`src/rtl/bus_master_arbiter.sv`:
```
// Two-master round-robin bus ownership arbiter with serial handshake mux and stall timeout.
// Grant latency 1 cycle, mandatory HANDOFF dead cycle between owners; mux is combinational from state.
module bus_master_arbiter #(
    parameter int unsigned TIMEOUT = 255
) (
    input  logic       clk,
    input  logic       rst,
    input  logic       m1_req,
    input  logic       m2_req,
    input  logic       m1_done,
    input  logic       m2_done,
    output logic       m1_grant,
    output logic       m2_grant,
    input  logic       m1_mode,
    input  logic       m2_mode,
    input  logic       m1_wr_bus,
    input  logic       m2_wr_bus,
    input  logic       m1_master_valid,
    input  logic       m2_master_valid,
    input  logic       m1_master_ready,
    input  logic       m2_master_ready,
    output logic       m1_rd_bus,
    output logic       m2_rd_bus,
    output logic       m1_slave_ready,
    output logic       m2_slave_ready,
    output logic       m1_slave_valid,
    output logic       m2_slave_valid,
    output logic       bus_mode,
    output logic       bus_wr_bus,
    output logic       bus_master_valid,
    output logic       bus_master_ready,
    input  logic       bus_rd_bus,
    input  logic       bus_slave_ready,
    input  logic       bus_slave_valid,
    output logic [1:0] owner,
    output logic       timeout_err
);

    localparam int unsigned CW = $clog2(TIMEOUT + 1);
    localparam logic [CW-1:0] TMAX = CW'(TIMEOUT);

    typedef enum logic [1:0] {
        IDLE    = 2'd0,
        GRANT1  = 2'd1,
        GRANT2  = 2'd2,
        HANDOFF = 2'd3
    } state_t;

    state_t          state_q, state_d;
    logic            last_q, last_d;   // 0: m1 owned last, 1: m2 owned last
    logic [CW-1:0]   cnt_q, cnt_d;
    logic            terr_q, terr_d;

    logic            own_req, own_done, own_act;

    always_ff @(posedge clk) begin
        if (rst) begin
            state_q <= IDLE;
            last_q  <= 1'b1;
            cnt_q   <= '0;
            terr_q  <= 1'b0;
        end else begin
            state_q <= state_d;
            last_q  <= last_d;
            cnt_q   <= cnt_d;
            terr_q  <= terr_d;
        end
    end

    // Signals of whichever master currently holds the bus.
    always_comb begin
        own_req  = 1'b0;
        own_done = 1'b0;
        own_act  = 1'b0;
        if (state_q == GRANT1) begin
            own_req  = m1_req;
            own_done = m1_done;
            own_act  = m1_master_valid | bus_slave_valid;
        end else if (state_q == GRANT2) begin
            own_req  = m2_req;
            own_done = m2_done;
            own_act  = m2_master_valid | bus_slave_valid;
        end
    end

    always_comb begin
        state_d = state_q;
        last_d  = last_q;
        cnt_d   = cnt_q;
        terr_d  = 1'b0;
        case (state_q)
            IDLE: begin
                cnt_d = '0;
                if (m1_req && (!m2_req || last_q)) begin
                    state_d = GRANT1;
                end else if (m2_req) begin
                    state_d = GRANT2;
                end
            end
            GRANT1, GRANT2: begin
                if (own_act) begin
                    cnt_d = '0;
                end else if (cnt_q != TMAX) begin
                    cnt_d = cnt_q + CW'(1);
                end
                // Voluntary release wins over a coincident timeout.
                if (own_done || !own_req || (cnt_q == TMAX)) begin
                    state_d = HANDOFF;
                    last_d  = (state_q == GRANT2);
                    terr_d  = own_req && !own_done;
                end
            end
            HANDOFF: begin
                state_d = IDLE;
                cnt_d   = '0;
            end
            default: begin
                state_d = IDLE;
                cnt_d   = '0;
            end
        endcase
    end

    assign m1_grant    = (state_q == GRANT1);
    assign m2_grant    = (state_q == GRANT2);
    assign owner       = {m2_grant, m1_grant};
    assign timeout_err = terr_q;

    always_comb begin
        bus_mode         = 1'b0;
        bus_wr_bus       = 1'b0;
        bus_master_valid = 1'b0;
        bus_master_ready = 1'b0;
        m1_rd_bus        = 1'b0;
        m1_slave_ready   = 1'b0;
        m1_slave_valid   = 1'b0;
        m2_rd_bus        = 1'b0;
        m2_slave_ready   = 1'b0;
        m2_slave_valid   = 1'b0;
        if (state_q == GRANT1) begin
            bus_mode         = m1_mode;
            bus_wr_bus       = m1_wr_bus;
            bus_master_valid = m1_master_valid;
            bus_master_ready = m1_master_ready;
            m1_rd_bus        = bus_rd_bus;
            m1_slave_ready   = bus_slave_ready;
            m1_slave_valid   = bus_slave_valid;
        end else if (state_q == GRANT2) begin
            bus_mode         = m2_mode;
            bus_wr_bus       = m2_wr_bus;
            bus_master_valid = m2_master_valid;
            bus_master_ready = m2_master_ready;
            m2_rd_bus        = bus_rd_bus;
            m2_slave_ready   = bus_slave_ready;
            m2_slave_valid   = bus_slave_valid;
        end
    end

endmodule

```
`config.mk`:
```
export PLATFORM = sky130hd
export DESIGN_NAME = bus_master_arbiter
export DESIGN_NICKNAME = d
export VERILOG_FILES = /design/src/rtl/bus_master_arbiter.sv
export SDC_FILE = /design/constraint.sdc
export NUM_CORES = 1
export LEC_CHECK = 0
export ABC_AREA = 1
export CAP_MARGIN = 30
export CORE_ASPECT_RATIO = 1.25
export CORE_MARGIN = 2
export CORE_UTILIZATION = 45
export CTS_BUF_LIST = sky130_fd_sc_hd__clkbuf_4
export CTS_CLUSTER_SIZE = 24
export DETAILED_ROUTE_END_ITERATION = 16
export PLACE_DENSITY = 0.93
export SYNTH_ARGS = -nofsm -noshare
export SYNTH_HDL_FRONTEND = slang
export SYNTH_SLANG_ARGS = --single-unit
```
`constraint.sdc`:
```
create_clock -name clk -period 2 [get_ports clk]
set_clock_uncertainty 0.05 [all_clocks]
set_input_delay 0.4 -clock clk [delete_from_list [all_inputs] [get_ports clk]]
set_output_delay 0.4 -clock clk [all_outputs]
set_load 0.1 [all_outputs]
```
==> flow_summary.html, run 1 <==
<table>
<tr><th>Metric</th><th>Value</th></tr>
<tr><th colspan="2">Setup path</th></tr>
<tr><td>Buffer and inverter count on the worst path</td><td>3</td></tr>
<tr><td>Top cell by count, worst path</td><td>inv_2</td></tr>
<tr><td>Endpoint required time on the critical path</td><td>1.55 ns</td></tr>
<tr><td>Type of element capturing the critical path</td><td>primary output</td></tr>
<tr><td>Top Family by Delay on Critical Path</td><td>flip-flops</td></tr>
<tr><td>Cell with the largest stage delay on the worst path</td><td>dfxtp_2</td></tr>
<tr><td>Maximum net fanout on the critical path</td><td>7</td></tr>
<tr><td>First element of the critical path</td><td>state_q[0]</td></tr>
<tr><td>Setup CP Type</td><td>reg2out</td></tr>
<tr><td>Biggest cell delay along the critical path</td><td>0.35 ns</td></tr>
<tr><td>CP Launch Type</td><td>flop</td></tr>
<tr><td>Beginning of the worst register-to-register path</td><td>state_q[1]</td></tr>
<tr><td>Cells along the critical path</td><td>inv_2 -&gt; ha_4 -&gt; inv_2 -&gt; nor2_4 -&gt; a22o_2 -&gt; buf_12</td></tr>
<tr><td>Data arrival time of the critical path</td><td>1.53 ns</td></tr>
<tr><th colspan="2">Power and ir drop</th></tr>
<tr><td>Internal power of the cells</td><td>1.163 mW</td></tr>
<tr><td>Max VDD drop</td><td>0.001924 V</td></tr>
<tr><td>Combinational group share of total power</td><td>82.0%</td></tr>
<tr><td>Net switching power</td><td>1.611 mW</td></tr>
<tr><td>Areal power density over the cells</td><td>1903 mW/mm2</td></tr>
<tr><td>Part of the total power dissipated in the clock network</td><td>5.9%</td></tr>
<tr><td>Sequential power share</td><td>12.1%</td></tr>
<tr><td>Switching Share</td><td>58.08%</td></tr>
<tr><td>Reported leakage power</td><td>0.6012 nW</td></tr>
<tr><th colspan="2">Place</th></tr>
<tr><td>Pre-CTS setup slack</td><td>0.1727 ns</td></tr>
<tr><td>Post-Place Cell Area</td><td>0.001373 mm2</td></tr>
<tr><td>Port-buffer cells</td><td>31</td></tr>
<tr><td>HPWL after DPL</td><td>1.935 mm</td></tr>
<tr><td>Gpl congestion</td><td>0.7749</td></tr>
<tr><th colspan="2">Logic synthesis</th></tr>
<tr><td>Most area-consuming cells after synthesis</td><td>dfxtp_1, nand2_1, inv_1</td></tr>
<tr><td>Syn_area_per_cell</td><td>6.719 um2</td></tr>
<tr><td>Post-synthesis cell type with the largest combined area</td><td>dfxtp_1</td></tr>
<tr><td>Synth Flop Type</td><td>dfxtp_1</td></tr>
<tr><td>Async set-reset flop share out of synthesis</td><td>0%</td></tr>
<tr><td>Post-synth EDFFs</td><td>0</td></tr>
<tr><td>Post-synthesis cell type count</td><td>26</td></tr>
<tr><td>Fraction of synthesized cell area taken by the top area cell type</td><td>28.15%</td></tr>
<tr><td>Top-count cell post-synth</td><td>nand2_1</td></tr>
<tr><td>Synthesized flop and latch total</td><td>12</td></tr>
<tr><td>Part of the Yosys area used for sequential elements</td><td>28.15%</td></tr>
<tr><td>Yosys warnings</td><td>0</td></tr>
<tr><td>Area of the mapped netlist</td><td>853.3 um2</td></tr>
<tr><td>Synthesized netlist net count</td><td>148</td></tr>
<tr><td>Commonest cells post-synth</td><td>nand2_1, inv_1, nor2_1</td></tr>
<tr><td>Mapped Cells</td><td>127</td></tr>
<tr><th colspan="2">Route</th></tr>
<tr><td>Total number of vias</td><td>1015</td></tr>
<tr><td>Drc violations</td><td>0</td></tr>
<tr><td>Number of nets with antenna violations after routing</td><td>0</td></tr>
<tr><td>Initial DRC Count</td><td>29</td></tr>
<tr><td>Number of iterations in the first detailed-routing pass</td><td>4</td></tr>
<tr><td>Wirelength per Cell</td><td>16.74 um</td></tr>
<tr><td>Sum of routed wire length over all layers</td><td>3.081 mm</td></tr>
<tr><td>Ratio of routed vias to standard cells</td><td>5.516</td></tr>
<tr><th colspan="2">Job</th></tr>
<tr><td>Max-capacitance violation count</td><td>0</td></tr>
<tr><th colspan="2">Clock network</th></tr>
<tr><td>CTS clock-pin slew for the worst setup and hold paths</td><td>0.08 ns</td></tr>
<tr><td>TritonCTS clock tree</td><td>done</td></tr>
<tr><td>Clock sink count</td><td>12</td></tr>
<tr><td>CTS Buffer Depth</td><td>2</td></tr>
<tr><td>Worst-Skew Late Latency</td><td>0.29 ns</td></tr>
<tr><td>Htree depth</td><td>1</td></tr>
<tr><td>Number of buffers inserted during clock tree synthesis</td><td>3</td></tr>
<tr><td>Master cell of the clock root buffer</td><td>clkbuf_4</td></tr>
<tr><th colspan="2">Min path</th></tr>
<tr><td>Startpoint of the lowest-slack hold path</td><td>last_q</td></tr>
<tr><td>Worst min path class</td><td>reg2reg</td></tr>
<tr><th colspan="2">STA</th></tr>
<tr><td>Min cycle time layout</td><td>1.976 ns</td></tr>
<tr><td>Final Hold Fails</td><td>0</td></tr>
<tr><td>Fmax</td><td>506.0 MHz</td></tr>
<tr><td>Transition time of the tightest slew-check pin</td><td>0.2955 ns</td></tr>
<tr><td>RSZ-0062 raised after global routing</td><td>true</td></tr>
<tr><td>Count of final setup violators</td><td>0</td></tr>
<tr><td>Slew Limit Headroom</td><td>80.23%</td></tr>
<tr><td>Final WS setup</td><td>0.02378 ns</td></tr>
<tr><td>Post-route fraction of the period consumed by the critical path</td><td>98.81%</td></tr>
<tr><td>Final number of max-transition violations</td><td>0</td></tr>
<tr><td>Hold slack</td><td>0.4306 ns</td></tr>
<tr><td>Final TNS setup</td><td>0 ns</td></tr>
<tr><th colspan="2">Cells and area</th></tr>
<tr><td>Syn-to-layout area delta</td><td>70.82%</td></tr>
<tr><td>Number of nets in the layout</td><td>187</td></tr>
<tr><td>Final core utilization</td><td>81.58%</td></tr>
<tr><td>Fraction of layout instances using a drive strength above 1</td><td>35.15%</td></tr>
<tr><td>Number of antenna repair diodes</td><td>0</td></tr>
<tr><td>Cell area after layout</td><td>0.001458 mm2</td></tr>
<tr><th colspan="2">Floorplan</th></tr>
<tr><td>Die height</td><td>52.69 um</td></tr>
<tr><td>Core Footprint</td><td>0.001787 mm2</td></tr>
<tr><td>Die Wd</td><td>42.95 um</td></tr>
<tr><td>Die footprint</td><td>0.002263 mm2</td></tr>
<tr><td>Core Rows</td><td>17</td></tr>
<tr><td>IO Count</td><td>32</td></tr>
<tr><td>Starting Density</td><td>47.76%</td></tr>
<tr><th colspan="2">Global routing</th></tr>
<tr><td>GRT overflow</td><td>0</td></tr>
<tr><td>Total GRT Usage</td><td>27.02%</td></tr>
<tr><td>Antenna violations before repair</td><td>0</td></tr>
<tr><td>Vias in the first global route</td><td>1016</td></tr>
<tr><td>Wire length of the first global-routing pass</td><td>4.450 mm</td></tr>
<tr><td>Pin count of the biggest net entering global routing</td><td>14</td></tr>
<tr><th colspan="2">Outcome</th></tr>
<tr><td>Status</td><td>complete, no violations</td></tr>
</table>
final cells by class:
cell class,instances,area (um2)
clock buffers,3,22.52
flip-flops and latches,12,245.2
fillers,97,329.1
clock inverters,1,3.754
well taps,19,23.77
repair buffers,37,496.7
multi-input cells,90,570.5
inverters,22,95.09
power groups by stage:
stage	sequential, mW	clock, mW	combinational, mW
2_1_floorplan	0.333	0	1.49
4_1_cts	0.327	0.157	2.17
6_report	0.336	0.164	2.27
3_3_place_gp	0.327	0	2.05
5_1_grt	0.341	0.172	2.33
3_5_place_dp	0.330	0	2.11
worst reg2reg max path, cell delays in order (launching register included):
cell      delay (ns)
dfxtp_4         0.38
inv_2           0.06
ha_4            0.20
buf_6           0.15
nand2_1         0.14
nand2_1         0.11
nor2_4          0.15
nand3_4         0.13
clkinv_2        0.09
nand2_1         0.07
a21oi_2         0.14
cells in the final DEF (no fill, tap or decap), drive strengths merged:
cell type	Yosys	layout
clkinvlp	0	3
nand2	33	33
nand3b	1	1
clkbuf	0	3
a22o	3	3
inv	21	18
a21oi	5	5
nand4	1	1
a211oi	1	1
dfxtp	12	12
xnor2	1	1
ha	4	4
clkinv	1	2
nor2	21	21
nor3	1	1
clkdlybuf4s50	0	16
nor3b	1	1
nand3	15	15
o21ai	2	2
buf	3	21
or2	1	1
per-stage QoR:
step,power [mW],instances
3_5_place_dp,2.435,174
2_1_floorplan,1.820,127
6_report,2.774,184
5_1_grt,2.848,184
4_1_cts,2.657,181
3_3_place_gp,2.380,174
flip-flops by register name, indices dropped and copies added, names as in the netlist:
signal and cells:
last_q 1, timeout_err 1, cnt_q 8, state_q 2
path summary, 6_finish.rpt:
check        endpoint  slack, ns  depth (start not counted)
max          bus_mode       0.02                          6
min            last_q       0.43                          2
max reg2reg  cnt_q[5]       0.26                         10
min reg2reg    last_q       0.43                          2
logic make-up after synthesis:
logic type	synth area share [%]
fa+ha+maj	5.865
simple gates	42.96
compound gates	9.092
xor+xnor	1.027
flops	28.15
buf+inv	12.90
routing by layer:
layer	vias up	share of wire [%]	track usage [%]
li1	474	-	-
met1	487	38	25.42
met2	41	54	52.27
met3	13	4.1	7.931
met4	0	3.2	13.13
met5	-	0	0
timing repair:
item / in CTS / in global routing
pin swaps: 0 / 3
resized for setup: 2 / 5
hold buffers: 0 / 0
setup endpoints to repair: 4 / 5
setup buffers: 3 / 3
Power figures use the tool's default switching activity.
==> run 2: changes to the inputs <==
--- a/config.mk
+++ b/config.mk
@@ -6,14 +6,12 @@
 export NUM_CORES = 1
 export LEC_CHECK = 0
 export ABC_AREA = 1
-export CAP_MARGIN = 30
 export CORE_ASPECT_RATIO = 1.25
 export CORE_MARGIN = 2
-export CORE_UTILIZATION = 45
-export CTS_BUF_LIST = sky130_fd_sc_hd__clkbuf_4
+export CORE_UTILIZATION = 43
 export CTS_CLUSTER_SIZE = 24
 export DETAILED_ROUTE_END_ITERATION = 16
-export PLACE_DENSITY = 0.93
+export PLACE_DENSITY = 0.9
 export SYNTH_ARGS = -nofsm -noshare
 export SYNTH_HDL_FRONTEND = slang
 export SYNTH_SLANG_ARGS = --single-unit
==> flow_summary.html, run 2 (synthesized netlist as in run 1, its figures left out) <==
<table>
<tr><th>Metric</th><th>Value</th></tr>
<tr><th colspan="2">Floorplan</th></tr>
<tr><td>Starting Density</td><td>44.58% (was 47.76%)</td></tr>
<tr><td>Die footprint</td><td>0.002359 mm2 (was 0.002263 mm2)</td></tr>
<tr><td>Die Wd</td><td>43.85 um (was 42.95 um)</td></tr>
<tr><td>Core Footprint</td><td>0.001914 mm2 (was 0.001787 mm2)</td></tr>
<tr><td>Die height</td><td>53.81 um (was 52.69 um)</td></tr>
<tr><td>Core Rows</td><td>18 (was 17)</td></tr>
<tr><td>IO Count</td><td>32 (unchanged)</td></tr>
<tr><th colspan="2">Setup path</th></tr>
<tr><td>Setup CP Type</td><td>reg2out (unchanged)</td></tr>
<tr><td>CP Launch Type</td><td>flop (unchanged)</td></tr>
<tr><td>Buffer and inverter count on the worst path</td><td>3 (unchanged)</td></tr>
<tr><td>Cell with the largest stage delay on the worst path</td><td>dfxtp_4 (was dfxtp_2)</td></tr>
<tr><td>Reg-to-reg slack, setup</td><td>0.34 ns (was 0.26 ns)</td></tr>
<tr><td>Worst setup path end</td><td>bus_mode (unchanged)</td></tr>
<tr><td>Number of logic stages on the critical path including buffering</td><td>5 (was 6)</td></tr>
<tr><td>Maximum net fanout on the critical path</td><td>7 (unchanged)</td></tr>
<tr><td>Biggest cell delay along the critical path</td><td>0.38 ns (was 0.35 ns)</td></tr>
<tr><td>Beginning of the worst register-to-register path</td><td>state_q[0] (was state_q[1])</td></tr>
<tr><td>Endpoint required time on the critical path</td><td>1.55 ns (about the same)</td></tr>
<tr><td>Type of element capturing the critical path</td><td>primary output (unchanged)</td></tr>
<tr><td>Data arrival time of the critical path</td><td>1.48 ns (was 1.53 ns)</td></tr>
<tr><td>Cells along the critical path</td><td>inv_2 -&gt; ha_4 -&gt; buf_6 -&gt; a22o_2 -&gt; buf_12 (was inv_2 -&gt; ha_4 -&gt; inv_2 -&gt; nor2_4 -&gt; a22o_2 -&gt; buf_12)</td></tr>
<tr><td>First element of the critical path</td><td>state_q[1] (was state_q[0])</td></tr>
<tr><td>Number of cell instances on the worst register-to-register path</td><td>8 (was 10)</td></tr>
<tr><td>Top Family by Delay on Critical Path</td><td>flip-flops (unchanged)</td></tr>
<tr><td>Crit Reg-Reg Endpoint</td><td>cnt_q[2] (was cnt_q[5])</td></tr>
<tr><th colspan="2">Place</th></tr>
<tr><td>Port-buffer cells</td><td>31 (unchanged)</td></tr>
<tr><td>HPWL after DPL</td><td>1.846 mm (was 1.935 mm)</td></tr>
<tr><td>Gpl congestion</td><td>0.7749 (unchanged)</td></tr>
<tr><th colspan="2">Clock network</th></tr>
<tr><td>CTS clock-pin slew for the worst setup and hold paths</td><td>0.08 ns (about the same)</td></tr>
<tr><td>Htree depth</td><td>1 (unchanged)</td></tr>
<tr><td>Clock sink count</td><td>12 (unchanged)</td></tr>
<tr><td>Worst-Skew Late Latency</td><td>0.28 ns (was 0.29 ns)</td></tr>
<tr><td>Quantity of hold-fixing buffers added after cts</td><td>0 (unchanged)</td></tr>
<tr><td>TritonCTS clock tree</td><td>done (unchanged)</td></tr>
<tr><td>Number of buffers inserted during clock tree synthesis</td><td>3 (unchanged)</td></tr>
<tr><td>CTS Buffer Depth</td><td>2 (unchanged)</td></tr>
<tr><td>Master cell of the clock root buffer</td><td>clkbuf_4 (unchanged)</td></tr>
<tr><th colspan="2">Route</th></tr>
<tr><td>Ratio of routed vias to standard cells</td><td>5.305 (was 5.516)</td></tr>
<tr><td>Number of iterations in the first detailed-routing pass</td><td>4 (unchanged)</td></tr>
<tr><td>Initial DRC Count</td><td>42 (was 29)</td></tr>
<tr><td>Total number of vias</td><td>1008 (was 1015)</td></tr>
<tr><td>Wirelength per Cell</td><td>14.25 um (was 16.74 um)</td></tr>
<tr><td>Drc violations</td><td>0 (unchanged)</td></tr>
<tr><td>Sum of routed wire length over all layers</td><td>2.707 mm (was 3.081 mm)</td></tr>
<tr><td>Number of nets with antenna violations after routing</td><td>0 (unchanged)</td></tr>
<tr><th colspan="2">Cells and area</th></tr>
<tr><td>Number of nets in the layout</td><td>192 (was 187)</td></tr>
<tr><td>Leading cell type in the layout, fill and taps excluded</td><td>nand2_1 (unchanged)</td></tr>
<tr><td>Largest register by flop count</td><td>cnt_q (unchanged)</td></tr>
<tr><td>Top Registers</td><td>cnt_q: 8 flops, state_q: 2 flops (unchanged)</td></tr>
<tr><td>Filler instances</td><td>116 (was 97)</td></tr>
<tr><td>Max FFs per register</td><td>8 (unchanged)</td></tr>
<tr><td>Syn-to-layout area delta</td><td>76.83% (was 70.82%)</td></tr>
<tr><td>Area occupied by registers</td><td>245.2 um2 (unchanged)</td></tr>
<tr><td>Most frequent cells in the layout</td><td>nand2_1, clkdlybuf4s50_1, nor2_1 (unchanged)</td></tr>
<tr><td>Number of antenna repair diodes</td><td>0 (unchanged)</td></tr>
<tr><td>Area of the multi-input gates</td><td>573.1 um2 (was 570.5 um2)</td></tr>
<tr><td>Fraction of layout instances using a drive strength above 1</td><td>38.24% (was 35.15%)</td></tr>
<tr><th colspan="2">Power and ir drop</th></tr>
<tr><td>Total power</td><td>2.844 mW (was 2.774 mW)</td></tr>
<tr><td>Reported leakage power</td><td>0.6344 nW (was 0.6012 nW)</td></tr>
<tr><td>Max VDD drop</td><td>0.001994 V (was 0.001924 V)</td></tr>
<tr><td>Areal power density over the cells</td><td>1885 mW/mm2 (was 1903 mW/mm2)</td></tr>
<tr><th colspan="2">STA</th></tr>
<tr><td>Slew Limit Headroom</td><td>82.55% (was 80.23%)</td></tr>
<tr><td>Final Hold Fails</td><td>0 (unchanged)</td></tr>
<tr><td>Final TNS setup</td><td>0 ns (unchanged)</td></tr>
<tr><td>Hold slack</td><td>0.4253 ns (was 0.4306 ns)</td></tr>
<tr><td>Fmax</td><td>518.7 MHz (was 506.0 MHz)</td></tr>
<tr><td>Final number of max-transition violations</td><td>0 (unchanged)</td></tr>
<tr><td>RSZ-0062 raised after global routing</td><td>false (was true)</td></tr>
<tr><td>Count of final setup violators</td><td>0 (unchanged)</td></tr>
<tr><td>Min cycle time layout</td><td>1.928 ns (was 1.976 ns)</td></tr>
<tr><td>Post-route fraction of the period consumed by the critical path</td><td>96.40% (was 98.81%)</td></tr>
<tr><td>Transition time of the tightest slew-check pin</td><td>0.2608 ns (was 0.2955 ns)</td></tr>
<tr><th colspan="2">Outcome</th></tr>
<tr><td>Status</td><td>complete, no violations (unchanged)</td></tr>
<tr><th colspan="2">Global routing</th></tr>
<tr><td>Antenna violations before repair</td><td>0 (unchanged)</td></tr>
<tr><td>GRT busiest layer</td><td>met2 (unchanged)</td></tr>
<tr><td>Vias in the first global route</td><td>963 (was 1016)</td></tr>
<tr><td>Routing usage on met3</td><td>6.711% (was 7.931%)</td></tr>
<tr><td>Pin count of the biggest net entering global routing</td><td>15 (was 14)</td></tr>
<tr><td>GRT met1 Usage</td><td>24.03% (was 25.42%)</td></tr>
<tr><td>Total GRT Usage</td><td>23.55% (was 27.02%)</td></tr>
<tr><td>Wire length of the first global-routing pass</td><td>4.098 mm (was 4.450 mm)</td></tr>
<tr><td>GRT overflow</td><td>0 (unchanged)</td></tr>
<tr><td>GRT met2 Usage</td><td>44.61% (was 52.27%)</td></tr>
<tr><th colspan="2">Job</th></tr>
<tr><td>Max-capacitance violation count</td><td>0 (unchanged)</td></tr>
<tr><th colspan="2">Min path</th></tr>
<tr><td>Worst min path class</td><td>reg2reg (unchanged)</td></tr>
</table>
[run 2: changes by cell type in the layout (fill, tap and decap cells not counted), sizes merged]
cell	before	now
clkinv	2	1
buf	21	26
clkbuf	3	4
[run 2: worst min path at each step]
stage | end | from | depth (start not counted)
floorplan | last_q | last_q | 2
global placement | last_q | last_q | 2
detailed placement | last_q | last_q | 2
CTS | last_q | last_q | 2
global route | last_q | last_q | 2
finish | last_q | last_q | 2
[run 2: per-layer routing]
metal | vias up | wire, um
met3 | 12 | 138
met4 | 0 | 65
met5 | - | 0
li1 | 485 | -
met1 | 464 | 963
met2 | 47 | 1539
[run 2: what timing repair did]
| action | in CTS | in global routing |
|---|---|---|
| resized for setup | 2 | 6 |
| setup buffers | 4 | 7 |
| endpoints found under the setup margin | 4 | 4 |
| cloned | 0 | 0 |
| pin swaps | 1 | 2 |
[run 2: layout make-up]
cell class	instances	area share [%]
multi-input cells	90	37.98
repair buffers	42	35.41
flip-flops and latches	12	16.25
inverters	22	6.302
clock buffers	4	2.405
well taps	20	1.658
[run 2: per-stage QoR]
step | instance area [um2] | utilization, % | setup slack [ns] | instances
5_1_grt | 1509 | 78.82 | 0.01041 | 190
2_1_floorplan | 927.1 | - | 0.03135 | 127
3_3_place_gp | 1374 | 71.76 | 0.2313 | 175
4_1_cts | 1446 | 75.56 | 0.01064 | 183
6_report | 1509 | 78.82 | 0.07202 | 190
3_5_place_dp | 1374 | 71.76 | 0.2069 | 175
[run 2: power by group]
part / leakage [nW] / switching [mW] / internal [mW]
sequential: 0.0985 / 0.0520 / 0.290
clock: 0.0210 / 0.0897 / 0.111
combinational: 0.515 / 1.45 / 0.850
total: 0.634 / 1.59 / 1.25
[run 2: worst min-delay path, delay by kind of cell, from the launching register on]
| kind | cells | cell delay, ns |
|---|---|---|
| flops | 1 | 0.34 |
| simple gates | 2 | 0.10 |
